`src/rtl/level_pkg.sv`:
```
// level_pkg: level geometry, probe FSM states, probe indices and side masks (PROBE_CENTER_EN adds mid-edge probes)
package level_pkg;
  localparam int LEFT = 143;
  localparam int TOP = 34;
  localparam int ROW_MAX = 14;
  localparam int COL_MAX = 19;
  localparam int TILE_SHIFT = 5;
  typedef enum logic [1:0] {IDLE, PROBE, DONE} state_t;
  localparam int P_L0 = 0;
  localparam int P_L1 = 1;
  localparam int P_R0 = 2;
  localparam int P_R1 = 3;
  localparam int P_U0 = 4;
  localparam int P_U1 = 5;
  localparam int P_D0 = 6;
  localparam int P_D1 = 7;
`ifdef PROBE_CENTER_EN
  localparam int P_LC = 8;
  localparam int P_RC = 9;
  localparam int P_UC = 10;
  localparam int P_DC = 11;
  localparam int NUM_PROBES = 12;
  localparam int IDX_W = 4;
  localparam logic [NUM_PROBES-1:0] M_LEFT = 12'b0001_0000_0011;
  localparam logic [NUM_PROBES-1:0] M_RIGHT = 12'b0010_0000_1100;
  localparam logic [NUM_PROBES-1:0] M_UP = 12'b0100_0011_0000;
  localparam logic [NUM_PROBES-1:0] M_DOWN = 12'b1000_1100_0000;
`else
  localparam int NUM_PROBES = 8;
  localparam int IDX_W = 3;
  localparam logic [NUM_PROBES-1:0] M_LEFT = 8'b0000_0011;
  localparam logic [NUM_PROBES-1:0] M_RIGHT = 8'b0000_1100;
  localparam logic [NUM_PROBES-1:0] M_UP = 8'b0011_0000;
  localparam logic [NUM_PROBES-1:0] M_DOWN = 8'b1100_0000;
`endif
endpackage

```
`src/rtl/probe_point_gen.sv`:
```
// probe_point_gen: maps snapshot position and probe index to a probe coordinate and an off-map flag
module probe_point_gen
  import level_pkg::*;
#(
  parameter int SPR_W = 32,
  parameter int SPR_H = 32,
  parameter int STEP = 1
) (
  input  logic [9:0]       sx,
  input  logic [9:0]       sy,
  input  logic [IDX_W-1:0] idx,
  output logic [9:0]       x,
  output logic [9:0]       y,
  output logic             oob
);
  localparam logic signed [11:0] Z = 12'sd0;
  localparam logic signed [11:0] OL = 12'(-STEP);
  localparam logic signed [11:0] OR = 12'(SPR_W - 1 + STEP);
  localparam logic signed [11:0] ER = 12'(SPR_W - 1);
  localparam logic signed [11:0] OT = 12'(-STEP);
  localparam logic signed [11:0] OB = 12'(SPR_H - 1 + STEP);
  localparam logic signed [11:0] EB = 12'(SPR_H - 1);
  localparam logic signed [11:0] MX = 12'(SPR_W / 2 - 1);
  localparam logic signed [11:0] MY = 12'(SPR_H / 2 - 1);
  logic signed [11:0] dx, dy, xs, ys;
  always_comb begin
    {dx, dy} = {Z, Z};
    case (idx)
      IDX_W'(P_L0): {dx, dy} = {OL, Z};
      IDX_W'(P_L1): {dx, dy} = {OL, EB};
      IDX_W'(P_R0): {dx, dy} = {OR, Z};
      IDX_W'(P_R1): {dx, dy} = {OR, EB};
      IDX_W'(P_U0): {dx, dy} = {Z, OT};
      IDX_W'(P_U1): {dx, dy} = {ER, OT};
      IDX_W'(P_D0): {dx, dy} = {Z, OB};
      IDX_W'(P_D1): {dx, dy} = {ER, OB};
`ifdef PROBE_CENTER_EN
      IDX_W'(P_LC): {dx, dy} = {OL, MY};
      IDX_W'(P_RC): {dx, dy} = {OR, MY};
      IDX_W'(P_UC): {dx, dy} = {MX, OT};
      IDX_W'(P_DC): {dx, dy} = {MX, OB};
`endif
      default: {dx, dy} = {Z, Z};
    endcase
  end
  assign xs = $signed({2'b00, sx}) + dx;
  assign ys = $signed({2'b00, sy}) + dy;
  assign x = xs[9:0];
  assign y = ys[9:0];
  // negative or above 1023 both show up in the top two bits
  assign oob = |{xs[11:10], ys[11:10]};
endmodule

```
`src/rtl/collision_probe.sv`:
```
// collision_probe: per-frame sprite edge probing into registered blocked flags (PROBE_CENTER_EN adds mid-edge probes)
module collision_probe
  import level_pkg::*;
#(
  parameter int SPR_W = 32,
  parameter int SPR_H = 32,
  parameter int STEP = 1
) (
  input  logic       clk,
  input  logic       rst,
  input  logic       start,
  input  logic [9:0] px,
  input  logic [9:0] py,
  output logic [9:0] probe_x,
  output logic [9:0] probe_y,
  input  logic       probe_hit,
  output logic       busy,
  output logic       done,
  output logic       blocked_left,
  output logic       blocked_right,
  output logic       blocked_up,
  output logic       blocked_down
);
  state_t state, next;
  logic [IDX_W-1:0] idx;
  logic [9:0] sx, sy, gx, gy;
  logic [NUM_PROBES-1:0] acc, acc_next;
  logic oob, last;
  probe_point_gen #(.SPR_W(SPR_W), .SPR_H(SPR_H), .STEP(STEP)) u_gen (
    .sx(sx), .sy(sy), .idx(idx), .x(gx), .y(gy), .oob(oob)
  );
  assign last = idx == IDX_W'(NUM_PROBES - 1);
  assign acc_next = acc | (NUM_PROBES'(oob | probe_hit) << idx);
  assign busy = state != IDLE;
  assign probe_x = state == PROBE ? gx : '0;
  assign probe_y = state == PROBE ? gy : '0;
  always_comb begin
    next = state;
    next = state == IDLE ? (start ? PROBE : IDLE) : state == PROBE ? (last ? DONE : PROBE) : IDLE;
  end
  // flags and done are registered together on the last probe so they are visible in DONE
  always_ff @(posedge clk) begin
    if (rst) begin
      state <= IDLE;
      idx <= '0;
      sx <= '0;
      sy <= '0;
      acc <= '0;
      done <= 1'b0;
      {blocked_left, blocked_right, blocked_up, blocked_down} <= 4'b0;
    end else begin
      state <= next;
      done <= state == PROBE && last;
      if (state == IDLE && start) begin
        sx <= px;
        sy <= py;
        acc <= '0;
        idx <= '0;
      end
      if (state == PROBE) begin
        acc <= acc_next;
        idx <= last ? '0 : idx + 1'b1;
        if (last)
          {blocked_left, blocked_right, blocked_up, blocked_down} <=
            {|(acc_next & M_LEFT), |(acc_next & M_RIGHT), |(acc_next & M_UP), |(acc_next & M_DOWN)};
      end
    end
  end
endmodule

```
`config.mk`:
```
export PLATFORM = sky130hd
export DESIGN_NAME = collision_probe
export DESIGN_NICKNAME = d
export VERILOG_FILES = /design/src/rtl/level_pkg.sv /design/src/rtl/probe_point_gen.sv /design/src/rtl/collision_probe.sv
export SDC_FILE = /design/constraint.sdc
export NUM_CORES = 1
export LEC_CHECK = 0
export ABC_AREA = 1
export CAP_MARGIN = 30
export CORE_MARGIN = 2
export CORE_UTILIZATION = 48
export CTS_CLUSTER_DIAMETER = 60
export DETAILED_ROUTE_END_ITERATION = 8
export HOLD_SLACK_MARGIN = 0.1
export PLACE_DENSITY = 0.76
export SKIP_CTS_REPAIR_TIMING = 1
export SKIP_LAST_GASP = 1
export SYNTH_ARGS = -nofsm -noshare
export SYNTH_HDL_FRONTEND = slang
export SYNTH_SLANG_ARGS = --single-unit
```
`constraint.sdc`:
```
create_clock -name clk -period 2.01 [get_ports clk]
set_clock_uncertainty 0.15 [all_clocks]
set_input_delay 0.402 -clock clk [delete_from_list [all_inputs] [get_ports clk]]
set_output_delay 0.402 -clock clk [all_outputs]
set_load 0.01 [all_outputs]
```
==> results of run 1 <==
sequential cells by signal, indices dropped and copies added, names as in the netlist:
name / cells
u_gen.dx: 3
blocked_down: 1
acc: 8
state: 2
blocked_up: 1
sx: 10
u_gen.dy: 3
done: 1
blocked_left: 1
sy: 10
idx: 3
blocked_right: 1
worst paths after layout:
check                                  start  slack (ns)            to  depth (start not counted)
worst max-delay path                   sx[5]       -0.55    probe_x[8]                          9
worst min-delay path                  acc[3]        0.33        acc[3]                          2
worst max register to register  u_gen.dy[10]       -0.39  blocked_down                         16
worst min register to register        acc[3]        0.33        acc[3]                          2
where the power goes:
part	switching, mW	total, mW	internal, mW	leakage (nW)
Clock	0.309	0.589	0.281	0.0488
Sequential	0.0663	0.998	0.932	0.363
Combinational	0.656	1.28	0.627	1.61
Total	1.03	2.87	1.84	2.02
through the flow:
stage	hold slack, ns	cells	worst slack, ns	area, um^2
after floorplan	0.2962	395	-0.05737	2833
after detailed placement	0.3107	564	-0.5642	3807
final	0.3281	579	-0.5530	4155
after global routing	0.3594	579	-0.6761	4155
after global placement	0.3052	564	-0.5245	3807
after CTS	0.3261	572	-0.8964	3900
cells by family (layout without fill, tap and decap cells):
kind of cell	after synthesis	count (layout)	synth area share
DFF	44	44	0.3206
and+or+nand+nor	174	174	0.2810
adders and majority gates	26	26	0.1239
xor gates and xnor gates	11	11	0.03506
AOI/OAI and AO/OA	79	79	0.1562
buffers and inverters	61	173	0.08333
final cells by class:
| type | instances | area share |
|---|---|---|
| multi-input combinational | 290 | 0.4688 |
| timing repair buffer | 113 | 0.2249 |
| sequential | 44 | 0.2153 |
| inverter | 52 | 0.04697 |
| tap | 72 | 0.02168 |
| clock buffer | 7 | 0.02078 |
| clock inverter | 1 | 0.001506 |
synthesized netlist by cell type:
master and n:
nand2_4 1, nor2_1 74, nand2_1 56, nand2_2 7, o21ai_0 37, nand3_2 2
inv_2 4, o21ai_2 1, nor3_1 1, nor2_4 1, a31oi_1 4, nor3_2 2
clkbuf_1 9, a21oi_1 28, dfxtp_1 44, inv_1 48, o211ai_1 1, nand3_1 12
o211a_1 1, a21boi_0 1, nor2_2 5, o21bai_1 6, fa_1 2, xor2_1 11
ha_1 24, and3_1 4, nand4_1 9
worst register-to-register path, cell delays in order (launching register included):
cell and delay (ns):
dfxtp_2 0.34, buf_4 0.14, ha_1 0.34, nand2_1 0.10, buf_4 0.14, nor2_2 0.12, nand2_1 0.08, nor2_1 0.12
nor2_1 0.08, nand2_2 0.07, nand2_2 0.06, nor2_4 0.11, nand2_4 0.09, nand4_1 0.10, nand3_1 0.08, nor2_1 0.14
nor2_1 0.05
per-layer routing:
layer	track usage	up-vias	wire length (um)
li1	-	1502	-
met1	0.2959	1347	3517
met5	0	-	0
met4	0.04828	0	168
met2	0.4134	61	4095
met3	0.04412	14	260
cells in the final DEF, fill, tap and decap left out, types with 2 or more instances in the layout:
cell              n
a21oi_1          22
a21oi_2           4
a21oi_4           2
a31oi_2           2
a31oi_4           2
and3_1            4
buf_2             9
buf_4            59
buf_6             5
clkbuf_2          5
clkbuf_8          6
clkdlybuf4s50_1  29
dfxtp_1          37
dfxtp_2           5
dfxtp_4           2
dlymetal6s2s_1    6
fa_2              2
ha_1             11
ha_4             12
inv_1            45
inv_2             7
nand2_1          45
nand2_2          16
nand2_4           3
nand3_1          12
nand3_2           2
nand4_1           9
nor2_1           72
nor2_2            6
nor2_4            2
o21ai_0          33
o21ai_1           3
o21bai_1          6
xor2_1           10
==> results.py, run 1 <==
metrics = {
    "timing": {
        "fin_crit_sh": 1.275,
        "rsz0062_at_grt": "yes",
        "drv_slew": 0,
        "setup_viol": 30,
        "setup_ws_ns": -0.5530,
        "relSlewSlack": 0.7749,
        "setup-tns-final_ns": -10.80,
        "fmax_mhz": 390.2,
        "tightest_slew_ns": 0.3341,
        "hold_viol_final": 0,
        "finalCriticalPeriod_ns": 2.563,
    },
    "placed_design": {
        "numPortBuffers": 49,
        "place_congestion": 0.9577,
        "dp_hpwl_mm": 5.411,
    },
    "setup_path": {
        "cp.arrival_ns": 2.01,
        "required_ns": 1.46,
        "crit_chain": "ha_2 > a21oi_1 > nand2_2 > a21oi_2 > nor2_1 > nor2_1 > o21ai_1 > a21oi_1 > buf_2",
        "crit_path_start_kind": "flop",
        "end_kind": "output pin",
        "cp_top_family": "compound AO/OA/AOI/OAI gates",
        "crit_path_max_fanout": 4,
        "cpMaxStageDelayCell": "dfxtp_1",
        "crit_buf_inv": 1,
        "crit_type": "flop to output pin",
        "crit_path_max_incr_delay_ns": 0.35,
    },
    "drt": {
        "vias": 2924,
        "viasPerCell": 5.050,
        "wire_per_inst_um": 13.89,
        "drc": 0,
        "ant_nets": 0,
        "firstDrtPassIters": 4,
        "wl_mm": 8.041,
        "drtIter0Drc": 92,
    },
    "worst_hold_path": {
        "hold_path.class": "flop to flop",
    },
    "global_route": {
        "grtUsageTotal": 0.2341,
        "grt_pass1_vias": 2645,
        "grt_max_degree": 27,
        "antenna_found_initial": 0,
        "gr-total-overflow": 0,
        "grt_pass1_wl_mm": 11.81,
    },
    "yosys": {
        "netlist_area_um2": 2748,
        "avgSynthCellArea_um2": 6.956,
        "yosys-top-cells-area": "dfxtp_1 32%, ha_1 11%, nor2_1 10%, nand2_1 7.7%, o21ai_0 6.7%",
        "synthDistinctLibCells": 27,
        "synth_top_area_frac": 0.3206,
        "yosys_warnings": 0,
        "synth.largest_area_cell": "dfxtp_1",
        "syn_nets": 445,
        "synth_cells": 395,
        "yosysSeqAreaShare": 0.3206,
        "synth-seq-cells": 44,
    },
    "floorplan": {
        "die_w_um": 79.66,
        "rows": 27,
        "design.die.area_um2": 6346,
        "start_util": 0.4990,
        "core_um2": 5507,
        "io_pins": 50,
        "die_h_um": 79.66,
    },
    "clock_network": {
        "h-tree-depth": 2,
        "cts-buffers-inserted": 5,
        "clk_latency_ns": 0.30,
        "clock_sinks": 44,
        "cts_tree": "yes",
        "cts.clk_slew.worst_paths_ns": 0.08,
        "clockBufferDepth": 2,
        "root_buffer": "clkbuf_8",
    },
    "cells_and_area": {
        "antenna_cells": 0,
        "final_util": 0.7546,
        "nNetsFinal": 556,
        "multiInputGateArea_um2": 1948,
        "ff_latch_area_um2": 894.6,
        "syn_to_final_growth_pct": 51.23,
        "drive_above_1_share": 0.3116,
        "n_fill_cell": 404,
    },
    "run": {
        "maxCapViolations": 0,
    },
    "pwr": {
        "power.total_mw": 2.870,
        "p_leak_nw": 2.019,
        "ir_worst_vdd_uv": 421.8,
        "pwr_density_cell_nw_per_um2": 690.6,
    },
    "run_status": {
        "status": "finished, violations left",
        "violations": "negative setup slack",
    },
}
Note: power is estimated with default switching activity, not from simulation.
==> inputs of run 2 (changes only) <==
--- a/config.mk
+++ b/config.mk
@@ -9,8 +9,8 @@
 export CAP_MARGIN = 30
 export CORE_MARGIN = 2
 export CORE_UTILIZATION = 48
-export CTS_CLUSTER_DIAMETER = 60
 export DETAILED_ROUTE_END_ITERATION = 8
+export GPL_TIMING_DRIVEN = 0
 export HOLD_SLACK_MARGIN = 0.1
 export PLACE_DENSITY = 0.76
 export SKIP_CTS_REPAIR_TIMING = 1
==> run 2 against run 1 <==
  * The run still ends with negative setup slack left
  * Wire length is 9.6% lower
  * Sequential share of layout area increased by 1.4 points
  * Die area unchanged
  * Via count down 2.7%
  * Sequential cell count stayed put
  * Design area decreased by 6.0%
  * First-iteration DRC count grew 12%
  * Final cell count decreased by 5.9%
  * Critical endpoint is now probe_x[9]
==> results.py, run 2 (synthesis gave the netlist of run 1 again) <==
metrics = {
    "pwr": {
        "power.total_mw": 2.661,
        "p_leak_nw": 1.838,
        "comb_power_share": 0.422,
        "internal_power_mw": 1.691,
        "ir_worst_vdd_uv": 475.3,
        "switching_share": 0.3643,
        "switchingPower_mw": 0.9694,
        "pwr_density_cell_nw_per_um2": 680.9,
        "pwr-share-seq": 0.379,
        "p_clk_frac": 0.199,
    },
    "timing": {
        "setup_viol": 30,
        "tightest_slew_ns": 0.4856,
        "rsz0062_at_grt": "yes",
        "fin_crit_sh": 1.276,
        "relSlewSlack": 0.6762,
        "finalCriticalPeriod_ns": 2.565,
        "fmax_mhz": 389.8,
        "setup_ws_ns": -0.5553,
        "drv_slew": 0,
        "hold_viol_final": 0,
        "setup-tns-final_ns": -8.479,
    },
    "cells_and_area": {
        "ff_latch_area_um2": 895.9,
        "nNetsFinal": 522,
        "multiInputGateArea_um2": 1976,
        "largestRegisters": "sx x10, sy x10, acc x8",
        "antenna_cells": 0,
        "most-common-layout-cells": "70 x nor2_1, 45 x inv_1, 40 x nand2_1",
        "finalInstanceArea_um2": 3908,
        "syn_to_final_growth_pct": 42.21,
        "final_common_cell": "nor2_1",
        "n_fill_cell": 433,
        "final_util": 0.7096,
        "drive_above_1_share": 0.2558,
    },
    "drt": {
        "drc": 0,
        "vias": 2845,
        "dr_wl_met2_mm": 3.569,
        "drtIter0Drc": 103,
        "firstDrtPassIters": 4,
        "top_layer": "met4",
        "drt-met1-wl_mm": 3.311,
        "wl_mm": 7.271,
        "wire_per_inst_um": 13.34,
        "dr_wl_met3_um": 277,
        "viasPerCell": 5.220,
        "ant_nets": 0,
    },
    "clock_network": {
        "cts.clk_slew.worst_paths_ns": 0.08,
        "cts_tree": "yes",
        "root_buffer": "clkbuf_8",
        "h-tree-depth": 2,
        "clock_sinks": 44,
        "clockBufferDepth": 2,
        "cts-buffers-inserted": 5,
        "clk_latency_ns": 0.30,
    },
    "global_route": {
        "grtUsageTotal": 0.2108,
        "antenna_found_initial": 0,
        "gr-total-overflow": 0,
        "grt_max_degree": 14,
        "grt_pass1_vias": 2485,
        "grt_pass1_wl_mm": 10.75,
    },
    "floorplan": {
        "die_h_um": 79.66,
        "design.die.area_um2": 6346,
        "io_pins": 50,
        "rows": 27,
        "core_um2": 5507,
        "start_util": 0.4990,
        "die_w_um": 79.66,
    },
    "placed_design": {
        "dp_hpwl_mm": 4.985,
        "dpl_cell_area_um2": 3413,
        "place_congestion": 0.8759,
        "dp_slack_ns": -0.9046,
        "numPortBuffers": 49,
    },
    "setup_path": {
        "crit_path_max_fanout": 6,
        "required_ns": 1.46,
        "crit_type": "flop to output pin",
        "cpMaxStageDelayCell": "dfxtp_4",
        "critPathMostFrequentCell": "nand2_2",
        "crit_chain": "buf_6 > ha_4 > nand2_2 > nand2_2 > nand2_2 > nand2_2 > a31oi_4 > o21bai_1 > xor2_1 > nor2_1 > buf_2",
        "ff2ff_setup_slack_ns": -0.21,
        "crit_path_max_incr_delay_ns": 0.40,
        "crit_path_start_kind": "flop",
        "crit_buf_inv": 2,
        "end_kind": "output pin",
        "cp_top_family": "flip-flops",
        "cp.arrival_ns": 2.01,
    },
    "run": {
        "maxCapViolations": 0,
    },
    "worst_hold_path": {
        "hold_path.class": "flop to flop",
    },
    "run_status": {
        "violations": "negative setup slack",
        "status": "finished, violations left",
    },
}
==> run 2: cell types whose count changed in the layout (fill, tap and decap cells not counted), sizes merged <==
cell / delta
clkinv: +1
dlymetal6s2s: +2
clkbuf: +7
clkinvlp: +2
buf: -44
inv: -2
==> run 2: path summary, 6_finish.rpt <==
kind              depth (start not counted)            to   startpoint
setup / recovery                         11    probe_x[9]  u_gen.dx[4]
hold / removal                            2        acc[1]       acc[1]
setup reg to reg                         15  blocked_down  u_gen.dx[4]
hold reg to reg                           2        acc[1]       acc[1]
==> run 2: worst register-to-register path: cells and delay by family (launching register included) <==
family | cells | cell delay, ns
AND/OR/NAND/NOR | 10 | 0.80
flip-flops | 1 | 0.43
buffers and inverters | 2 | 0.26
adder cells (fa/ha/maj) | 1 | 0.24
AO/OA/AOI/OAI | 2 | 0.22
==> run 2: power by group through the flow <==
stage / Sequential [mW] / Combinational [mW] / Clock (mW)
final: 1.01 / 1.12 / 0.530
after global routing: 1.02 / 1.23 / 0.575
after CTS: 0.993 / 0.899 / 0.543
after detailed placement: 1.01 / 0.896 / 0
after global placement: 1.01 / 0.871 / 0
after floorplan: 0.999 / 0.620 / 0
==> run 2: layout make-up <==
| cell class | count | share of cell area |
|---|---|---|
| multi-input combinational | 290 | 0.5056 |
| sequential | 44 | 0.2293 |
| timing repair buffer | 70 | 0.1595 |
| inverter | 52 | 0.05091 |
| tap | 72 | 0.02305 |
| clock buffer | 7 | 0.01953 |
| buffer | 8 | 0.009606 |
| clock inverter | 1 | 0.001281 |
| timing repair inverter | 1 | 0.001281 |
==> run 2: routing by layer <==
metal | up-vias | track usage
met2 | 64 | 0.3723
met1 | 1330 | 0.2626
li1 | 1437 | -
met4 | 0 | 0.05690
met3 | 14 | 0.03733
met5 | - | 0
==> run 2: metrics by stage <==
stage | hold WS, ns | instances
2_1_floorplan | 0.2962 | 395
3_3_place_gp | 0.3076 | 516
3_5_place_dp | 0.3161 | 516
4_1_cts | 0.3301 | 524
5_1_grt | 0.3661 | 545
6_report | 0.3277 | 545
==> inputs of run 3 (changes only) <==
--- a/config.mk
+++ b/config.mk
@@ -7,6 +7,7 @@
 export LEC_CHECK = 0
 export ABC_AREA = 1
 export CAP_MARGIN = 30
+export CORE_ASPECT_RATIO = 0.8
 export CORE_MARGIN = 2
 export CORE_UTILIZATION = 48
 export DETAILED_ROUTE_END_ITERATION = 8
==> run 3 against run 2 <==
  * The flow still finishes with violations (negative setup slack)
  * Clock-buffer cell count decreased by 1
  * Power increased by 8.3%
  * Worst hold slack got worse by 0.00073 ns
  * Final cell count increased by 1.8%
  * Non-clock buffer count increased by 5
  * Die area about the same
  * First-iteration DRC count increased by 66%
  * Combinational power increased by 6%
  * Core utilization increased by 2.0 points
  * Maximum frequency decreased by 4.3%
==> results.py, run 3 (synthesis gave the netlist of run 1 again) <==
metrics = {
    "run_status": {
        "status": "finished, violations left",
        "violations": "negative setup slack",
    },
    "floorplan": {
        "design.die.area_um2": 6349,
        "io_pins": 50,
        "die_w_um": 88.59,
        "die_h_um": 71.67,
        "start_util": 0.5000,
        "rows": 24,
        "core_um2": 5495,
    },
    "drt": {
        "drtIter0Drc": 171,
        "viasPerCell": 5.272,
        "ant_nets": 0,
        "drc": 0,
        "vias": 2926,
        "wire_per_inst_um": 14.34,
        "firstDrtPassIters": 5,
        "wl_mm": 7.957,
    },
    "setup_path": {
        "ff2ff_setup_slack_ns": -0.25,
        "worstRegToRegCells": 13,
        "cp.arrival_ns": 2.13,
        "crit_path_max_fanout": 5,
        "reg2reg_from": "u_gen.dy[4]",
        "required_ns": 1.46,
        "crit_type": "flop to output pin",
        "crit_path_start_kind": "flop",
        "rr_endpoint": "blocked_down",
        "end_kind": "output pin",
    },
    "cells_and_area": {
        "final_common_cell": "nor2_1",
        "most-common-layout-cells": "72 x nor2_1, 45 x nand2_1, 43 x inv_1",
        "syn_to_final_growth_pct": 45.95,
        "largestRegisters": "sx x10, sy x10, acc x8",
        "finalInstanceArea_um2": 4010,
        "nNetsFinal": 526,
        "antenna_cells": 0,
        "drive_above_1_share": 0.2746,
    },
    "global_route": {
        "gr-total-overflow": 0,
        "grt_max_degree": 14,
        "use_met3": 0.04032,
        "top_usage_layer": "met2",
        "grt_pass1_vias": 2437,
        "grt_pass1_wl_mm": 10.77,
        "met1_usage": 0.2994,
        "antenna_found_initial": 0,
        "use_met2": 0.3450,
        "grtUsageTotal": 0.2161,
    },
    "timing": {
        "tightest_slew_ns": 0.5222,
        "hold_viol_final": 0,
        "setup_ws_ns": -0.6705,
        "finalCriticalPeriod_ns": 2.680,
        "fin_crit_sh": 1.334,
        "relSlewSlack": 0.6519,
        "setup-tns-final_ns": -10.48,
        "rsz0062_at_grt": "yes",
        "setup_viol": 32,
        "fmax_mhz": 373.1,
        "drv_slew": 0,
    },
    "placed_design": {
        "dpl_cell_area_um2": 3421,
        "numPortBuffers": 49,
        "dp_hpwl_mm": 4.993,
        "place_congestion": 0.8434,
    },
    "pwr": {
        "p_leak_nw": 1.800,
        "ir_worst_vdd_uv": 506.3,
        "switching_share": 0.3608,
        "pwr_density_cell_nw_per_um2": 718.6,
        "p_clk_frac": 0.236,
        "pwr-share-seq": 0.350,
        "comb_power_share": 0.415,
        "switchingPower_mw": 1.040,
        "internal_power_mw": 1.842,
    },
    "clock_network": {
        "cts.clk_slew.worst_paths_ns": 0.08,
        "clock_sinks": 44,
        "clockBufferDepth": 2,
        "cts_tree": "yes",
        "root_buffer": "clkbuf_8",
        "cts-buffers-inserted": 5,
        "h-tree-depth": 2,
        "clk_latency_ns": 0.30,
    },
    "worst_hold_path": {
        "hold_start": "acc[1]",
        "whs_endpoint": "acc[1]",
        "hold_path.class": "flop to flop",
        "whs_path_depth": 2,
    },
    "run": {
        "maxCapViolations": 0,
    },
}
## run 3: how the worst max path moves through the flow
stage,depth (start not counted),to,start,slack [ns]
CTS,7,probe_x[0],state[0],-1.25
global route,8,probe_y[4],u_gen.dy[4],-0.74
global placement,7,probe_y[5],state[0],-0.90
floorplan,9,probe_x[9],u_gen.dx[4],-0.06
finish,8,probe_y[4],u_gen.dy[4],-0.67
detailed placement,7,probe_x[0],state[0],-0.92
## run 3: critical path: stages, from the launching register on
cell and delay [ns]:
dfxtp_4 0.40, ha_4 0.19, fa_2 0.44, buf_4 0.16, buf_6 0.11, a31oi_4 0.13
xor2_1 0.08, nor2_1 0.14, clkbuf_2 0.18
## run 3: final cells by class
type	instances	area (um^2)
Buffer	8	37.54
Clock buffer	6	72.57
Clock inverter	2	35.03
Fill cell	416	1485
Inverter	52	201.4
Multi-Input combinational cell	290	2041
Sequential cell	44	893.4
Tap cell	78	97.59
Timing Repair Buffer	75	631.9
## run 3: metal layers
| layer | up-vias | routed length (um) |
|---|---|---|
| met5 | - | 0 |
| met2 | 120 | 3753 |
| met3 | 25 | 505 |
| met4 | 0 | 253 |
| met1 | 1329 | 3445 |
| li1 | 1452 | - |
## run 3: power by group through the flow
stage,sequential [mW],combinational [mW],clock (mW)
4_1_cts,0.991,0.902,0.693
3_3_place_gp,1.01,0.875,0
2_1_floorplan,0.999,0.620,0
6_report,1.01,1.19,0.680
5_1_grt,1.01,1.29,0.729
3_5_place_dp,1.01,0.898,0
## run 3: metrics by stage
step / setup WS [ns] / instances / hold WS (ns) / util / power, mW
floorplan: -0.05737 / 395 / 0.2962 / - / 1.619
global placement: -0.8998 / 522 / 0.3062 / 0.6225 / 1.886
detailed placement: -0.9156 / 522 / 0.3194 / 0.6225 / 1.910
CTS: -1.251 / 530 / 0.3300 / 0.6421 / 2.586
global route: -0.7365 / 555 / 0.3694 / 0.7297 / 3.036
finish: -0.6705 / 555 / 0.3270 / 0.7297 / 2.882
